[src/rtl/debounce_pkg.sv]
// Shared definitions for the multi-channel switch conditioner:
// repeat FSM encoding, 25 MHz board timing defaults and a width helper.
package debounce_pkg;

    typedef enum logic [1:0] {
        IDLE   = 2'd0,
        DELAY  = 2'd1,
        REPEAT = 2'd2
    } rep_state_t;

    // 25 MHz board clock: 1 ms is about 25000 cycles
    localparam int CLK_HZ             = 25_000_000;
    localparam int CYCLES_PER_MS      = 25_000;
    localparam int DEF_DEBOUNCE_LIMIT = 100_000;
    localparam int DEF_REPEAT_DELAY   = 12_500_000;
    localparam int DEF_REPEAT_PERIOD  = 2_500_000;

    function automatic int clog2_max(input int a, input int b);
        return $clog2((a > b) ? a : b);
    endfunction

endpackage

[src/rtl/multi_debounce_if.sv]
// Switch-pin and conditioned-output bundle for multi_debounce.
// master drives pins/enables, slave produces levels and pulses.
interface multi_debounce_if #(
    parameter int NUM_SW = 4
);
    logic [NUM_SW-1:0] i_Switches;
    logic [NUM_SW-1:0] i_Repeat_En;
    logic [NUM_SW-1:0] o_Switches;
    logic [NUM_SW-1:0] o_Press;
    logic [NUM_SW-1:0] o_Release;
    logic [NUM_SW-1:0] o_Event;

    modport master (
        output i_Switches,
        output i_Repeat_En,
        input  o_Switches,
        input  o_Press,
        input  o_Release,
        input  o_Event
    );

    modport slave (
        input  i_Switches,
        input  i_Repeat_En,
        output o_Switches,
        output o_Press,
        output o_Release,
        output o_Event
    );

endinterface

[src/rtl/debounce_channel.sv]
// One switch channel: 2-flop synchroniser, debounce counter and
// hold-to-repeat FSM, all outputs registered.
module debounce_channel
    import debounce_pkg::*;
#(
    parameter int DEBOUNCE_LIMIT = DEF_DEBOUNCE_LIMIT,
    parameter int REPEAT_DELAY   = DEF_REPEAT_DELAY,
    parameter int REPEAT_PERIOD  = DEF_REPEAT_PERIOD
) (
    input  logic i_Clk,
    input  logic i_Rst,
    input  logic i_Pin,
    input  logic i_Repeat_En,
    output logic o_Level,
    output logic o_Press,
    output logic o_Release,
    output logic o_Event
);

    localparam int DB_W = $clog2(DEBOUNCE_LIMIT);
    localparam int RP_W = clog2_max(REPEAT_DELAY, REPEAT_PERIOD);

    localparam logic [DB_W-1:0] DB_MAX  = DB_W'(DEBOUNCE_LIMIT - 1);
    localparam logic [RP_W-1:0] DLY_MAX = RP_W'(REPEAT_DELAY - 1);
    localparam logic [RP_W-1:0] PER_MAX = RP_W'(REPEAT_PERIOD - 1);

    logic            r_meta;
    logic            r_sync;
    logic            r_state;
    logic [DB_W-1:0] r_db_cnt;
    logic            r_press;
    logic            r_release;
    logic            r_event;
    rep_state_t      r_rep_state;
    logic [RP_W-1:0] r_rep_cnt;

    logic            w_mismatch;
    logic            w_flip;
    logic            w_rise;
    logic            w_fall;
    logic            w_tick;
    logic [DB_W-1:0] w_db_cnt_nxt;
    rep_state_t      w_rep_nxt;
    logic [RP_W-1:0] w_rep_cnt_nxt;

    assign w_mismatch = (r_sync != r_state);
    assign w_flip     = w_mismatch && (r_db_cnt == DB_MAX);
    assign w_rise     = w_flip && !r_state;
    assign w_fall     = w_flip && r_state;

    // any matching sample restarts the count, so glitches leave no trace
    always_comb begin
        w_db_cnt_nxt = '0;
        if (w_mismatch && !w_flip) begin
            w_db_cnt_nxt = r_db_cnt + 1'b1;
        end
    end

    always_comb begin
        w_rep_nxt     = r_rep_state;
        w_rep_cnt_nxt = r_rep_cnt;
        w_tick        = 1'b0;
        unique case (r_rep_state)
            IDLE: begin
                if (w_rise && i_Repeat_En) begin
                    w_rep_nxt     = DELAY;
                    w_rep_cnt_nxt = '0;
                end
            end
            DELAY: begin
                if (w_fall || !i_Repeat_En) begin
                    w_rep_nxt     = IDLE;
                    w_rep_cnt_nxt = '0;
                end else if (r_rep_cnt == DLY_MAX) begin
                    w_tick        = 1'b1;
                    w_rep_nxt     = REPEAT;
                    w_rep_cnt_nxt = '0;
                end else begin
                    w_rep_cnt_nxt = r_rep_cnt + 1'b1;
                end
            end
            REPEAT: begin
                // a release on the tick edge suppresses that tick
                if (w_fall || !i_Repeat_En) begin
                    w_rep_nxt     = IDLE;
                    w_rep_cnt_nxt = '0;
                end else if (r_rep_cnt == PER_MAX) begin
                    w_tick        = 1'b1;
                    w_rep_cnt_nxt = '0;
                end else begin
                    w_rep_cnt_nxt = r_rep_cnt + 1'b1;
                end
            end
            default: begin
                w_rep_nxt     = IDLE;
                w_rep_cnt_nxt = '0;
            end
        endcase
    end

    always_ff @(posedge i_Clk) begin
        if (i_Rst) begin
            r_meta      <= 1'b0;
            r_sync      <= 1'b0;
            r_state     <= 1'b0;
            r_db_cnt    <= '0;
            r_press     <= 1'b0;
            r_release   <= 1'b0;
            r_event     <= 1'b0;
            r_rep_state <= IDLE;
            r_rep_cnt   <= '0;
        end else begin
            r_meta      <= i_Pin;
            r_sync      <= r_meta;
            r_state     <= r_state ^ w_flip;
            r_db_cnt    <= w_db_cnt_nxt;
            r_press     <= w_rise;
            r_release   <= w_fall;
            r_event     <= w_rise || w_tick;
            r_rep_state <= w_rep_nxt;
            r_rep_cnt   <= w_rep_cnt_nxt;
        end
    end

    assign o_Level   = r_state;
    assign o_Press   = r_press;
    assign o_Release = r_release;
    assign o_Event   = r_event;

endmodule

[src/rtl/multi_debounce.sv]
// N independent switch conditioners; each bit slice of the bus
// is handled by its own debounce_channel.
module multi_debounce
    import debounce_pkg::*;
#(
    parameter int NUM_SW         = 4,
    parameter int DEBOUNCE_LIMIT = DEF_DEBOUNCE_LIMIT,
    parameter int REPEAT_DELAY   = DEF_REPEAT_DELAY,
    parameter int REPEAT_PERIOD  = DEF_REPEAT_PERIOD
) (
    input  logic            i_Clk,
    input  logic            i_Rst,
    multi_debounce_if.slave bus
);

    logic [NUM_SW-1:0] w_level;
    logic [NUM_SW-1:0] w_press;
    logic [NUM_SW-1:0] w_release;
    logic [NUM_SW-1:0] w_event;

    for (genvar g = 0; g < NUM_SW; g++) begin : g_ch
        debounce_channel #(
            .DEBOUNCE_LIMIT (DEBOUNCE_LIMIT),
            .REPEAT_DELAY   (REPEAT_DELAY),
            .REPEAT_PERIOD  (REPEAT_PERIOD)
        ) u_ch (
            .i_Clk       (i_Clk),
            .i_Rst       (i_Rst),
            .i_Pin       (bus.i_Switches[g]),
            .i_Repeat_En (bus.i_Repeat_En[g]),
            .o_Level     (w_level[g]),
            .o_Press     (w_press[g]),
            .o_Release   (w_release[g]),
            .o_Event     (w_event[g])
        );
    end

    assign bus.o_Switches = w_level;
    assign bus.o_Press    = w_press;
    assign bus.o_Release  = w_release;
    assign bus.o_Event    = w_event;

endmodule

[src/flat_wrapper.sv]
// flat-port wrapper written by rule: the top's interface ports become plain ports
module multi_debounce_flat import debounce_pkg::*;
#(
    parameter int NUM_SW         = 4,
    parameter int DEBOUNCE_LIMIT = DEF_DEBOUNCE_LIMIT,
    parameter int REPEAT_DELAY   = DEF_REPEAT_DELAY,
    parameter int REPEAT_PERIOD  = DEF_REPEAT_PERIOD
)
  (i_Clk, i_Rst, bus_i_Switches, bus_i_Repeat_En, bus_o_Switches, bus_o_Press, bus_o_Release, bus_o_Event);
  multi_debounce_if #(.NUM_SW(NUM_SW)) bus_i ();
  input  logic i_Clk;
  input  logic i_Rst;
  input wire logic [$bits(bus_i.i_Switches)-1:0] bus_i_Switches;
  input wire logic [$bits(bus_i.i_Repeat_En)-1:0] bus_i_Repeat_En;
  output wire logic [$bits(bus_i.o_Switches)-1:0] bus_o_Switches;
  output wire logic [$bits(bus_i.o_Press)-1:0] bus_o_Press;
  output wire logic [$bits(bus_i.o_Release)-1:0] bus_o_Release;
  output wire logic [$bits(bus_i.o_Event)-1:0] bus_o_Event;
  assign bus_i.i_Switches = bus_i_Switches;
  assign bus_i.i_Repeat_En = bus_i_Repeat_En;
  assign bus_o_Switches = bus_i.o_Switches;
  assign bus_o_Press = bus_i.o_Press;
  assign bus_o_Release = bus_i.o_Release;
  assign bus_o_Event = bus_i.o_Event;
  multi_debounce #(.NUM_SW(NUM_SW), .DEBOUNCE_LIMIT(DEBOUNCE_LIMIT), .REPEAT_DELAY(REPEAT_DELAY), .REPEAT_PERIOD(REPEAT_PERIOD)) u_core (.i_Clk(i_Clk), .i_Rst(i_Rst), .bus(bus_i));
endmodule
[config.mk]
export PLATFORM = sky130hd
export DESIGN_NAME = multi_debounce_flat
export DESIGN_NICKNAME = d
export VERILOG_FILES = /design/src/rtl/debounce_pkg.sv /design/src/rtl/multi_debounce_if.sv /design/src/rtl/debounce_channel.sv /design/src/rtl/multi_debounce.sv /design/src/flat_wrapper.sv
export SDC_FILE = /design/constraint.sdc
export NUM_CORES = 1
export LEC_CHECK = 0
export CAP_MARGIN = 20
export CORE_AREA = 2 2 138 140
export CTS_BUF_LIST = sky130_fd_sc_hd__clkbuf_4
export DETAILED_ROUTE_END_ITERATION = 10
export DIE_AREA = 0 0 140 142
export PLACE_DENSITY = 0.7
export SKIP_CTS_REPAIR_TIMING = 1
export SKIP_LAST_GASP = 1
export SYNTH_ARGS = -nofsm -noshare
export SYNTH_HDL_FRONTEND = slang
export SYNTH_SLANG_ARGS = --single-unit
[constraint.sdc]
create_clock -name i_Clk -period 5.5 [get_ports i_Clk]
set_input_delay 0.825 -clock i_Clk [delete_from_list [all_inputs] [get_ports i_Clk]]
set_output_delay 0.825 -clock i_Clk [all_outputs]
set_load 0.02 [all_outputs]
==> After elaboration in Yosys (flattened, before gate mapping) <==
Index checks and enable logic that the tools add are counted.
{ "totals": {"ff_bits": 196} }
{ "classes": {"mux": 64, "bitwise": 8, "n_addsub": 8, "eq_ne": 36, "reduce_logical": 52} }
{ "ops": {"columns": ["operator", "n"], "rows": [
  ["2-to-1 mux 24 bit", 20],
  ["case mux 24 bit (3 select lines)", 4],
  ["adder 24 x 1 -> 24 bit (second input constant)", 4],
  ["== test 24 x 22 -> 1 bit (second input constant)", 4],
  ["== test 24 bit (second input constant)", 4],
  ["adder 17 x 1 -> 17 bit (second input constant)", 4],
  ["== test 17 bit (second input constant)", 4],
  ["2-to-1 mux 2 bit", 16],
  ["case mux 2 bit (3 select lines)", 4],
  ["logical AND 1 bit", 20],
  ["2-to-1 mux 1 bit", 16],
  ["!= test 2 bit (second input constant)", 8],
  ["logical NOT 1 bit", 12],
  ["!= test 3 bit (second input constant)", 4],
  ["AND reduction 3 bit", 4],
  ["== test 2 x 1 -> 1 bit (second input constant)", 4],
  ["== test 2 bit (second input constant)", 4],
  ["logical NOT 2 bit", 4],
  ["logical OR 1 bit", 8],
  ["case mux 1 bit (2 select lines)", 4],
  ["OR reduction 2 bit", 4],
  ["!= test 1 bit", 4],
  ["inverter 1 bit", 4],
  ["XOR 1 bit", 4]
]} }

==> Longest topological paths before layout <==
Gate-level depths: netlist of the first run.
{ "depth": {"ltp_word": 7, "depth_mapped": 9, "ltp_nobuf": 7} }

==> Cells and area by module <==
From an unflattened synthesis of the first run, not the netlist that was laid out.
{ "unflattened": {"hier_cells": 1215, "area_unflattened_um2": 10003.3} }
{ "modules_own_cells": {"columns": ["module", "seq_area_each_um2", "cells_per_inst", "n_inst", "area_per_inst_um2"], "rows": [
  ["debounce_channel (u_core.g_ch[0].u_ch ...)", 980.9, 304, 3, 2509.9],
  ["debounce_channel (u_core.g_ch[3].u_ch)", 980.9, 303, 1, 2473.6]
]} }

==> Worst setup path before layout of the first run <==
No wires, ideal clock.
{ "synth_path": {"path_type": "register to register", "start": "reg u_core.g_ch[0].u_ch.r_db_cnt[5]", "end": "reg u_core.g_ch[0].u_ch.r_rep_cnt[16]", "t_required_ps": 5426, "setup_slack_ps": 2813, "stages_incl_launch_ff": 8, "synth_period_minus_slack_ps": 2687, "arrival_time_ps": 2613, "path_cell_list": "dfxtp_1 or4b_1 or4_1 buf_6 o21a_4 a211o_4 or4_1 a31oi_1"} }
{ "synth_between": {"elab_chain_len": 6} }
{ "synth_rtl": {"columns": ["item", "line_no", "rtl"], "rows": [
  ["start, declared", "debounce_channel.sv:30", "logic [DB_W-1:0] r_db_cnt;"],
  ["start signal, assigned", "debounce_channel.sv:116", "r_db_cnt <= w_db_cnt_nxt;"],
  ["== test 17 bit (*)", "debounce_channel.sv:47", "assign w_flip = w_mismatch && (r_db_cnt == DB_MAX);"],
  ["logical AND 1 bit (*)", "debounce_channel.sv:47", null],
  ["logical AND 1 bit", "debounce_channel.sv:49", "assign w_fall = w_flip && r_state;"],
  ["logical OR 1 bit", "debounce_channel.sv:71, debounce_channel.sv:84", null],
  ["2-to-1 mux 24 bit, on equally long branches", "debounce_channel.sv:84, debounce_channel.sv:71", null],
  ["case mux 24 bit (3 select lines)", "debounce_channel.sv:63", "unique case (r_rep_state)"],
  ["end signal, assigned", "debounce_channel.sv:121", "r_rep_cnt <= w_rep_cnt_nxt;"],
  ["end, declared", "debounce_channel.sv:35", "logic [RP_W-1:0] r_rep_cnt;"]
]} }
Mark *: on every way between the ends. The rest lies on a longest branch, timed or not.
A chain may end at the register's enable or synchronous reset.

==> Final worst setup path of the first run <==
{ "layout_path": {"start": "reg u_core.g_ch[3].u_ch.r_db_cnt[12]", "end": "reg u_core.g_ch[3].u_ch.r_rep_cnt[9]"} }
{ "layout_between": {"elab_chain_len": 6} }
{ "layout_rtl": {"columns": ["item", "line_no"], "rows": [
  ["start, declared", "debounce_channel.sv:30"],
  ["start signal, assigned", "debounce_channel.sv:116"],
  ["== test 17 bit (*)", "debounce_channel.sv:47"],
  ["logical AND 1 bit (*)", "debounce_channel.sv:47"],
  ["logical AND 1 bit", "debounce_channel.sv:49"],
  ["logical OR 1 bit", "debounce_channel.sv:71, debounce_channel.sv:84"],
  ["2-to-1 mux 24 bit, on equally long branches", "debounce_channel.sv:84, debounce_channel.sv:71"],
  ["case mux 24 bit (3 select lines)", "debounce_channel.sv:63"],
  ["end signal, assigned", "debounce_channel.sv:121"],
  ["end, declared", "debounce_channel.sv:35"]
]} }
Marks and branches as above.

==> results of run 1 <==
[metal layers]
layer / vias to the layer above / GRT usage, % / share of wire, %
li1: 4399 / - / -
met1: 4100 / 28.2 / 50
met2: 109 / 34.7 / 46
met3: 14 / 3.97 / 2.7
met4: 0 / 5.37 / 0.88
met5: - / 0 / 0
[per-stage QoR]
step	utilization (%)	setup slack, ps	cells
after floorplan	-	2810	1207
after global placement	55.1	2180	1403
after detailed placement	55.1	2090	1403
after CTS	56.7	2230	1435
after global routing	56.7	2000	1437
final	56.7	2300	1437
[placed cells by master, fill, tap and decap left out, types with 8 or more instances in the layout]
cell / n
sky130_fd_sc_hd__or4_1: 13
sky130_fd_sc_hd__a31oi_1: 59
sky130_fd_sc_hd__and3_1: 22
sky130_fd_sc_hd__o21ai_0: 16
sky130_fd_sc_hd__xor2_1: 39
sky130_fd_sc_hd__o21ai_1: 16
sky130_fd_sc_hd__nor4b_1: 10
sky130_fd_sc_hd__nor2b_1: 12
sky130_fd_sc_hd__inv_1: 29
sky130_fd_sc_hd__or3_1: 47
sky130_fd_sc_hd__nor2_1: 108
sky130_fd_sc_hd__and4_1: 20
sky130_fd_sc_hd__clkbuf_4: 18
sky130_fd_sc_hd__and2_1: 8
sky130_fd_sc_hd__dfxtp_1: 196
sky130_fd_sc_hd__o21a_1: 9
sky130_fd_sc_hd__nand3b_1: 10
sky130_fd_sc_hd__xnor2_1: 25
sky130_fd_sc_hd__nand2b_1: 11
sky130_fd_sc_hd__nor3_1: 30
sky130_fd_sc_hd__ha_1: 20
sky130_fd_sc_hd__a211oi_1: 9
sky130_fd_sc_hd__nand4_1: 46
sky130_fd_sc_hd__clkdlybuf4s50_1: 24
sky130_fd_sc_hd__nand2_1: 134
sky130_fd_sc_hd__nand3_1: 107
sky130_fd_sc_hd__nor4_1: 15
sky130_fd_sc_hd__a21oi_1: 25
[power breakdown]
part            total, W  internal [W]  leakage [nW]  switching (W)
logic          0.0000409     0.0000126          1.45      0.0000283
registers        0.00143       0.00142          1.58     0.00000199
clock network   0.000793      0.000282         0.154       0.000511
[cells by family after synthesis]
kind of cell | after synthesis | synth area share, %
buf+inv | 100 | 4.64
mux | 9 | 0.946
fa+ha+maj | 20 | 2.52
flops | 196 | 39.6
simple gates | 618 | 33.0
compound gates | 200 | 13.7
xor+xnor | 64 | 5.65
[sequential cells by signal (all words and copies together) (netlist names), named ones only]
| register | cells |
|---|---|
| u_core.g_ch.u_ch.o_Press | 4 |
| u_core.g_ch.u_ch.r_db_cnt | 68 |
| u_core.g_ch.u_ch.r_rep_state | 8 |
| u_core.g_ch.u_ch.r_rep_cnt | 96 |
| u_core.g_ch.u_ch.o_Release | 4 |
| u_core.g_ch.u_ch.r_sync | 4 |
| u_core.g_ch.u_ch.o_Event | 4 |
| u_core.g_ch.u_ch.r_meta | 4 |
[layout make-up]
class	instances	share of cell area, %
diodes	1	0.0239
clock buffers	18	1.29
clock inverters	14	1.45
inverters	30	1.08
multi-input cells	911	52.9
flip-flops and latches	196	37.5
well taps	234	2.80
repair buffers	33	2.95
[worst max-delay path, stage by stage (launching register included)]
cell and delay [ps]:
sky130_fd_sc_hd__dfxtp_1 380, sky130_fd_sc_hd__nor4bb_1 360, sky130_fd_sc_hd__nand4_1 390, sky130_fd_sc_hd__o21a_1 640, sky130_fd_sc_hd__a211o_1 630, sky130_fd_sc_hd__or4_1 550
sky130_fd_sc_hd__a31oi_1 150
[how the worst min path moves through the flow]
stage                                                from                         endpoint
after floorplan           u_core.g_ch[1].u_ch.r_db_cnt[0]  u_core.g_ch[1].u_ch.r_db_cnt[0]
after global placement         u_core.g_ch[3].u_ch.r_meta       u_core.g_ch[3].u_ch.r_sync
after detailed placement       u_core.g_ch[3].u_ch.r_meta       u_core.g_ch[3].u_ch.r_sync
after CTS                 u_core.g_ch[1].u_ch.r_db_cnt[0]  u_core.g_ch[1].u_ch.r_db_cnt[0]
after global routing           u_core.g_ch[1].u_ch.r_meta       u_core.g_ch[1].u_ch.r_sync
final                          u_core.g_ch[1].u_ch.r_meta       u_core.g_ch[1].u_ch.r_sync
==> flow_summary.ini, run 1 <==
[critical_path]
regToRegSetupSlack_ps = 2300
startpoint_type = register
timing.reg2reg.worst_path_depth = 6
category_of_the_worst_setup_path_capture_point = register
worst-setup-path-type = register to register
worst_setup_path_startpoint = u_core.g_ch[3].u_ch.r_db_cnt[12]
crit_arrival_ps = 3710
critical_path.endpoint = u_core.g_ch[3].u_ch.r_rep_cnt[9]
regToRegStartpoint = u_core.g_ch[3].u_ch.r_db_cnt[12]
critical_path.reg2reg.endpoint = u_core.g_ch[3].u_ch.r_rep_cnt[9]
timing.critical_path.required_ps = 6010
cp_max_fo = 26

[layout]
area_taken_by_flip_flops_and_latches_um2 = 3920
layout-area-overhead-vs-synth_pct = 5.55
layout.nets = 1219
design_area_um2 = 10500
fillerInstances = 1687
drive_gt1_share_pct = 4.16
multiInputGateArea_um2 = 5540

[logic_synthesis]
number_of_storage_elements_in_the_synthesis_netlist = 196
syn-cell-area_um2 = 9920
post-synth-top-area-fraction_pct = 39.6
yosys_warnings = 0
most_common_cell_in_the_netlist = sky130_fd_sc_hd__dfxtp_1
syn_nets = 1237
synth-async-reset-ratio_pct = 0
number_of_enable_flip_flop_cells_after_synthesis = 0
synth_top_cells_by_area = sky130_fd_sc_hd__dfxtp_1 (40%), sky130_fd_sc_hd__nand3_1 (5.4%), sky130_fd_sc_hd__nand2_1 (5.1%)
ys_types = 66
synth_seq_area_share_pct = 39.6
synth_largest_area_cell = sky130_fd_sc_hd__dfxtp_1
post_synth_top_flop = sky130_fd_sc_hd__dfxtp_1
synth_area_per_cell_um2 = 8.22
synthesis.instances = 1207
synth.top_cells.by_count = sky130_fd_sc_hd__dfxtp_1 (196), sky130_fd_sc_hd__nand2_1 (134), sky130_fd_sc_hd__nor2_1 (108), sky130_fd_sc_hd__nand3_1 (107), sky130_fd_sc_hd__a31oi_1 (59)

[route]
initialDrtViolationCount = 543
vias_per_cell = 6.00
first_pass_iteration_count_of_the_detailed_router = 5
antenna_violating_nets_post_route = 0
dr_total_vias = 8622
drc = 0
wl_per_cell_um = 14.4
drt-total-wl_um = 20600

[sta]
final_setup_violation_count = 0
clock.fmax_ghz = 0.313
fin_worst_hold_slack_ps = 455
worstMarginPinSlew_ps = 976
fin_crit_ps = 3200
grt_setup_unrepaired = false
slew-limit-headroom_pct = 34.7
tns_ps = 0
finalHoldViolCount = 0
worst_clock_skew_ps = 24.0
min_period_over_period_pct = 58.2
timing_max_transition_violations_final = 0

[worst_hold_path]
hold_class = register to register
worstHoldPathCells = 1

[clocking]
numClockSinks = 196
ctsLongestPathBuffers = 2
clockRootBuffer = sky130_fd_sc_hd__clkbuf_4
h-tree-depth = 4
cts_tree = yes
clk_transition_reported_paths_ps = 160
clkLatencyLatePin_ps = 600
cts_made_buffers = 17

[grt]
globalRoute.totalOverflow = 0
grt_usage_pct = 20.9
grt_start_max_net_pins = 78
antenna_violations_before_repair = 1
grt_pass1_vias = 7502
grt_pass1_wl_um = 35100

[pwr]
design_power_total_w = 0.00226
worst_ir_drop_vdd_mv = 0.114
power.static_leakage_nw = 3.19
power_density_nw_per_um2 = 216

[placement]
io_buffers = 25
gp_weighted_congestion = 0.858
hpwl_um = 13600
postPlaceCellArea_um2 = 10200

[floorplanning]
die_y_um = 142
die_x_um = 140
initial_utilization_pct = 53.8
floorplan.io_pins = 26
core_um2 = 18500
rows = 50
die-area_um2 = 19900

[job]
max-cap-violations = 0

[outcome]
run_status = completed
Note: power is estimated with default switching activity, not from simulation.
==> inputs of run 2 (changes only) <==
Clock period 5.5 ns to 3.1 ns, I/O delays scaled along.
==> run 2 against run 1 <==
Wire length up 0.83%. First-iteration DRC count decreased by 0.18%. Critical endpoint unchanged. Final area increased by 0.26%. Highest routed layer unchanged. Register-to-register slack got worse by 2100 ps. Largest power group unchanged. Critical path type unchanged.
==> flow_summary.ini, run 2 (synthesis results as in run 1) <==
[sta]
final_setup_violation_count = 0
finalHoldViolCount = 0
timing_max_transition_violations_final = 0
worstMarginPinSlew_ps = 970
grt_setup_unrepaired = false
min_period_over_period_pct = 92.9
worst_clock_skew_ps = 23.4
slew-limit-headroom_pct = 35.1
tns_ps = 0
fin_crit_ps = 2880
clock.fmax_ghz = 0.347

[layout]
layout_commonest_cell = sky130_fd_sc_hd__dfxtp_1
drive_gt1_share_pct = 4.55
layout.nets = 1228
design_area_um2 = 10500
fillerInstances = 1692
most_frequent_cells_in_the_layout = sky130_fd_sc_hd__dfxtp_1 (196), sky130_fd_sc_hd__nand2_1 (134), sky130_fd_sc_hd__nor2_1 (108), sky130_fd_sc_hd__nand3_1 (107), sky130_fd_sc_hd__a31oi_1 (59)
largest_register_ff_count = 96
reg_top3 = u_core.g_ch.u_ch.r_rep_cnt x96, u_core.g_ch.u_ch.r_db_cnt x68, u_core.g_ch.u_ch.r_rep_state x8
max_flop_register = u_core.g_ch.u_ch.r_rep_cnt
finalNonFillerCells = 1444
layout-area-overhead-vs-synth_pct = 5.83

[pwr]
design_power_total_w = 0.00387
power.static_leakage_nw = 3.19
power_density_nw_per_um2 = 369
worst_ir_drop_vdd_mv = 0.197

[clocking]
clk_transition_reported_paths_ps = 150
cts_made_buffers = 17
clockRootBuffer = sky130_fd_sc_hd__clkbuf_4
h-tree-depth = 4
cts_tree = yes
ctsLongestPathBuffers = 2
numClockSinks = 196
clkLatencyLatePin_ps = 600

[critical_path]
worst-setup-path-type = register to register
startpoint_type = register
regToRegSetupSlack_ps = 220
critical_path.reg2reg.endpoint = u_core.g_ch[3].u_ch.r_rep_cnt[9]
category_of_the_worst_setup_path_capture_point = register
crit_arrival_ps = 3370
cp_max_fo = 17
critical_path.endpoint = u_core.g_ch[3].u_ch.r_rep_cnt[9]
regToRegStartpoint = u_core.g_ch[3].u_ch.r_rep_cnt[5]
timing.reg2reg.worst_path_depth = 7
timing.critical_path.required_ps = 3590
worst_setup_path_startpoint = u_core.g_ch[3].u_ch.r_rep_cnt[5]

[route]
dr_total_vias = 8564
antenna_violating_nets_post_route = 0
drt-total-wl_um = 20800
vias_per_cell = 5.93
initialDrtViolationCount = 542
drc = 0
wl_per_cell_um = 14.4
first_pass_iteration_count_of_the_detailed_router = 5

[grt]
grt_start_max_net_pins = 39
grt_pass1_vias = 7865
grt_pass1_wl_um = 36100
grt_usage_pct = 21.5
antenna_violations_before_repair = 1
globalRoute.totalOverflow = 0

[floorplanning]
rows = 50
floorplan.io_pins = 26
die_y_um = 142
die-area_um2 = 19900
initial_utilization_pct = 53.8
core_um2 = 18500
die_x_um = 140

[placement]
gp_weighted_congestion = 0.819
dpl.cell_count = 1413
hpwl_um = 14000
io_buffers = 25
postPlaceCellArea_um2 = 10200

[worst_hold_path]
hold_class = input port to register
worstHoldPathCells = 2

[job]
max-cap-violations = 0

[outcome]
run_status = completed
## run 2: changes by cell type in the layout (fill, tap and decap cells not counted), sizes merged
cell / change
inv: -6
clkinv: +4
bufinv: -1
clkbuf: -1
clkinvlp: +2
buf: +9
## run 2: worst min path at each step
stage | startpoint | to | slack (ps)
finish | i_Rst | register | 240
global route | i_Rst | register | 190
CTS | i_Rst | register | 210
detailed placement | u_core.g_ch[3].u_ch.r_meta | u_core.g_ch[3].u_ch.r_sync | 430
global placement | u_core.g_ch[3].u_ch.r_meta | u_core.g_ch[3].u_ch.r_sync | 420
floorplan | u_core.g_ch[1].u_ch.r_db_cnt[0] | u_core.g_ch[1].u_ch.r_db_cnt[0] | 410
## run 2: final cells by class
class                      instances  area [µm²]  area share [%]
multi-input combinational        911        5550            52.9
antenna                            1        2.50          0.0238
clock inverter                    13         115            1.10
clock buffer                      17         128            1.22
tap                              234         293            2.79
inverter                          30         113            1.07
timing repair buffer              42         373            3.55
sequential                       196        3920            37.4
## run 2: metal layers
| layer | GRT usage [%] | wire length, µm |
|---|---|---|
| met3 | 4.21 | 724 |
| met1 | 27.8 | 10100 |
| met2 | 36.7 | 9760 |
| met4 | 6.17 | 214 |
| met5 | 0 | 0 |
## run 2: where the power goes
part | leakage, nW | internal [W] | switching (W) | total [W]
clock network | 0.118 | 0.000385 | 0.000882 | 0.00127
registers | 1.58 | 0.00253 | 0.00000354 | 0.00253
logic | 1.49 | 0.0000239 | 0.0000513 | 0.0000752
total | 3.19 | 0.00294 | 0.000937 | 0.00387
## run 2: critical path: stages, from the launching register on
cell and delay (ps):
sky130_fd_sc_hd__dfxtp_1 390, sky130_fd_sc_hd__or4b_1 530, sky130_fd_sc_hd__or4_1 620, sky130_fd_sc_hd__o41ai_2 510, sky130_fd_sc_hd__a21oi_1 260, sky130_fd_sc_hd__buf_4 270
sky130_fd_sc_hd__nand3b_1 100, sky130_fd_sc_hd__a31oi_1 80
## run 2: stage by stage
stage	hold slack (ps)	worst slack [ps]	util, %
after floorplan	413	413	-
after global placement	417	263	55.5
after detailed placement	425	180	55.5
after CTS	212	137	56.8
after global routing	193	51.6	56.9
final	245	220	56.9
==> inputs of run 3 (changes only) <==
Settings changed: PLACE_DENSITY 0.7 to 0.73.
Clock period 3.1 ns to 2.3 ns, I/O delays scaled along.
==> run 3 against run 2 <==
Sequential share of layout area fell by 4.4 points. Critical path depth fell by 1. The run now ends with design-rule violations, negative setup slack left. Fmax rose by 8.0%. Non-clock buffer count rose by 129. Combinational power rose by 57%. Critical path type unchanged. Cell count rose by 9.1%. Hold slack got worse by 1.7 ps. Global-route usage rose by 0.97 points. Highest routed layer unchanged. First-iteration DRC count rose by 9.6%. Largest cell class unchanged. Wire length rose by 12%. Largest power group unchanged.
==> flow_summary.ini, run 3 (synthesis results as in run 1) <==
[outcome]
run_status = finished with violations
violated_checks = design-rule violations, negative setup slack

[clocking]
cts_made_buffers = 17
clockRootBuffer = sky130_fd_sc_hd__clkbuf_4
h-tree-depth = 4
clkLatencyLatePin_ps = 590
cts_tree = yes
ctsLongestPathBuffers = 2
clk_transition_reported_paths_ps = 170
numClockSinks = 196

[critical_path]
category_of_the_worst_setup_path_capture_point = register
startpoint_type = register
crit_arrival_ps = 3180
cp_max_fo = 5
worst-setup-path-type = register to register
timing.critical_path.required_ps = 2810

[grt]
grt_pass1_vias = 8327
globalRoute.totalOverflow = 0
grt_usage_pct = 22.4
grt_start_max_net_pins = 77
antenna_violations_before_repair = 1
grt_pass1_wl_um = 37800

[route]
dr_total_vias = 9257
vias_per_cell = 5.87
first_pass_iteration_count_of_the_detailed_router = 8
drc = 1
wl_per_cell_um = 14.8
drt-total-wl_um = 23300
initialDrtViolationCount = 594
antenna_violating_nets_post_route = 0

[layout]
design_area_um2 = 11900
most_frequent_cells_in_the_layout = sky130_fd_sc_hd__dfxtp_1 (189), sky130_fd_sc_hd__nand2_1 (133), sky130_fd_sc_hd__buf_4 (127), sky130_fd_sc_hd__nor2_1 (106), sky130_fd_sc_hd__nand3_1 (96)
finalNonFillerCells = 1576
max_flop_register = u_core.g_ch.u_ch.r_rep_cnt
layout-area-overhead-vs-synth_pct = 20.4
fillerInstances = 1550
layout_commonest_cell = sky130_fd_sc_hd__dfxtp_1
largest_register_ff_count = 96
layout.nets = 1358
reg_top3 = u_core.g_ch.u_ch.r_rep_cnt x96, u_core.g_ch.u_ch.r_db_cnt x68, u_core.g_ch.u_ch.r_rep_state x8
drive_gt1_share_pct = 17.4

[floorplanning]
core_um2 = 18500
die_y_um = 142
die-area_um2 = 19900
rows = 50
floorplan.io_pins = 26
initial_utilization_pct = 53.8
die_x_um = 140

[sta]
fin_crit_ps = 2670
clock.fmax_ghz = 0.375
post-route-worst-setup-slack_ps = -367
final_setup_violation_count = 65
worst_clock_skew_ps = 24.6
min_period_over_period_pct = 116
fin_worst_hold_slack_ps = 243
timing_max_transition_violations_final = 0
slew-limit-headroom_pct = 30.7
finalHoldViolCount = 0
grt_setup_unrepaired = true
worstMarginPinSlew_ps = 1030

[placement]
io_buffers = 25
gp_weighted_congestion = 0.844
place_worst_setup_slack_ps = -347
postPlaceCellArea_um2 = 11200
dpl.cell_count = 1529
hpwl_um = 15600

[pwr]
worst_ir_drop_vdd_mv = 0.547
power.static_leakage_nw = 4.00
power_density_nw_per_um2 = 449

[worst_hold_path]
hold_class = input port to register

[job]
max-cap-violations = 0
run 3: changes by cell type in the layout (fill, tap and decap cells not counted), moves of 6 or more:
cell                      delta
sky130_fd_sc_hd__dfxtp_1     -7
sky130_fd_sc_hd__inv_6       +7
sky130_fd_sc_hd__buf_4     +110
sky130_fd_sc_hd__dfxtp_2     +7
sky130_fd_sc_hd__buf_12      +6
sky130_fd_sc_hd__nand3_1    -11
sky130_fd_sc_hd__buf_6       +9
sky130_fd_sc_hd__nand3_2    +11
run 3: power by group:
group | leakage, nW | switching, W | internal [W]
logic | 2.27 | 0.0000732 | 0.0000450
registers | 1.58 | 0.00000541 | 0.00341
clock network | 0.142 | 0.00127 | 0.000566
total | 4.00 | 0.00135 | 0.00402
run 3: path summary, 6_finish.rpt:
kind                                         start                                end  slack (ps)  cells past startpoint
setup reg to reg  u_core.g_ch[0].u_ch.r_db_cnt[13]  u_core.g_ch[0].u_ch.r_rep_cnt[16]        -370                      6
setup / recovery  u_core.g_ch[0].u_ch.r_db_cnt[13]  u_core.g_ch[0].u_ch.r_rep_cnt[16]        -370                      6
hold / removal                               i_Rst                           register         240                      3
hold reg to reg         u_core.g_ch[2].u_ch.r_meta         u_core.g_ch[2].u_ch.r_sync         460                      1
run 3: area by class of cell:
cell class,count,area [µm²],share of cell area [%]
Antenna cell,1,2.50,0.0210
Clock buffer,17,128,1.07
Clock inverter,15,144,1.20
Inverter,30,113,0.943
Multi-Input combinational cell,912,5810,48.7
Sequential cell,196,3930,32.9
Tap cell,234,293,2.45
Timing Repair Buffer,171,1520,12.7
run 3: critical path, cell delays in order, from the launching register on:
cell                      delay, ps
sky130_fd_sc_hd__dfxtp_2        350
sky130_fd_sc_hd__or4bb_1        490
sky130_fd_sc_hd__or4_4          560
sky130_fd_sc_hd__o21a_4         230
sky130_fd_sc_hd__a211o_4        310
sky130_fd_sc_hd__or4_1          510
sky130_fd_sc_hd__a31oi_1        150
run 3: metal layers:
layer	part of all wire, %	vias up	GRT usage [%]	wire length, µm
li1	-	4679	-	-
met3	3.9	35	4.00	905
met4	1.5	0	5.69	353
met5	0	-	0	0
met2	48	188	38.4	11200
met1	47	4355	29.5	10900
run 3: stage by stage:
stage	utilization, %	setup TNS (ps)	power (W)
after floorplan	-	-5870	0.00354
after global placement	60.8	-6340	0.00360
after detailed placement	60.8	-7850	0.00360
after CTS	62.3	-11050	0.00541
after global routing	64.7	-16550	0.00556
final	64.7	-9940	0.00536
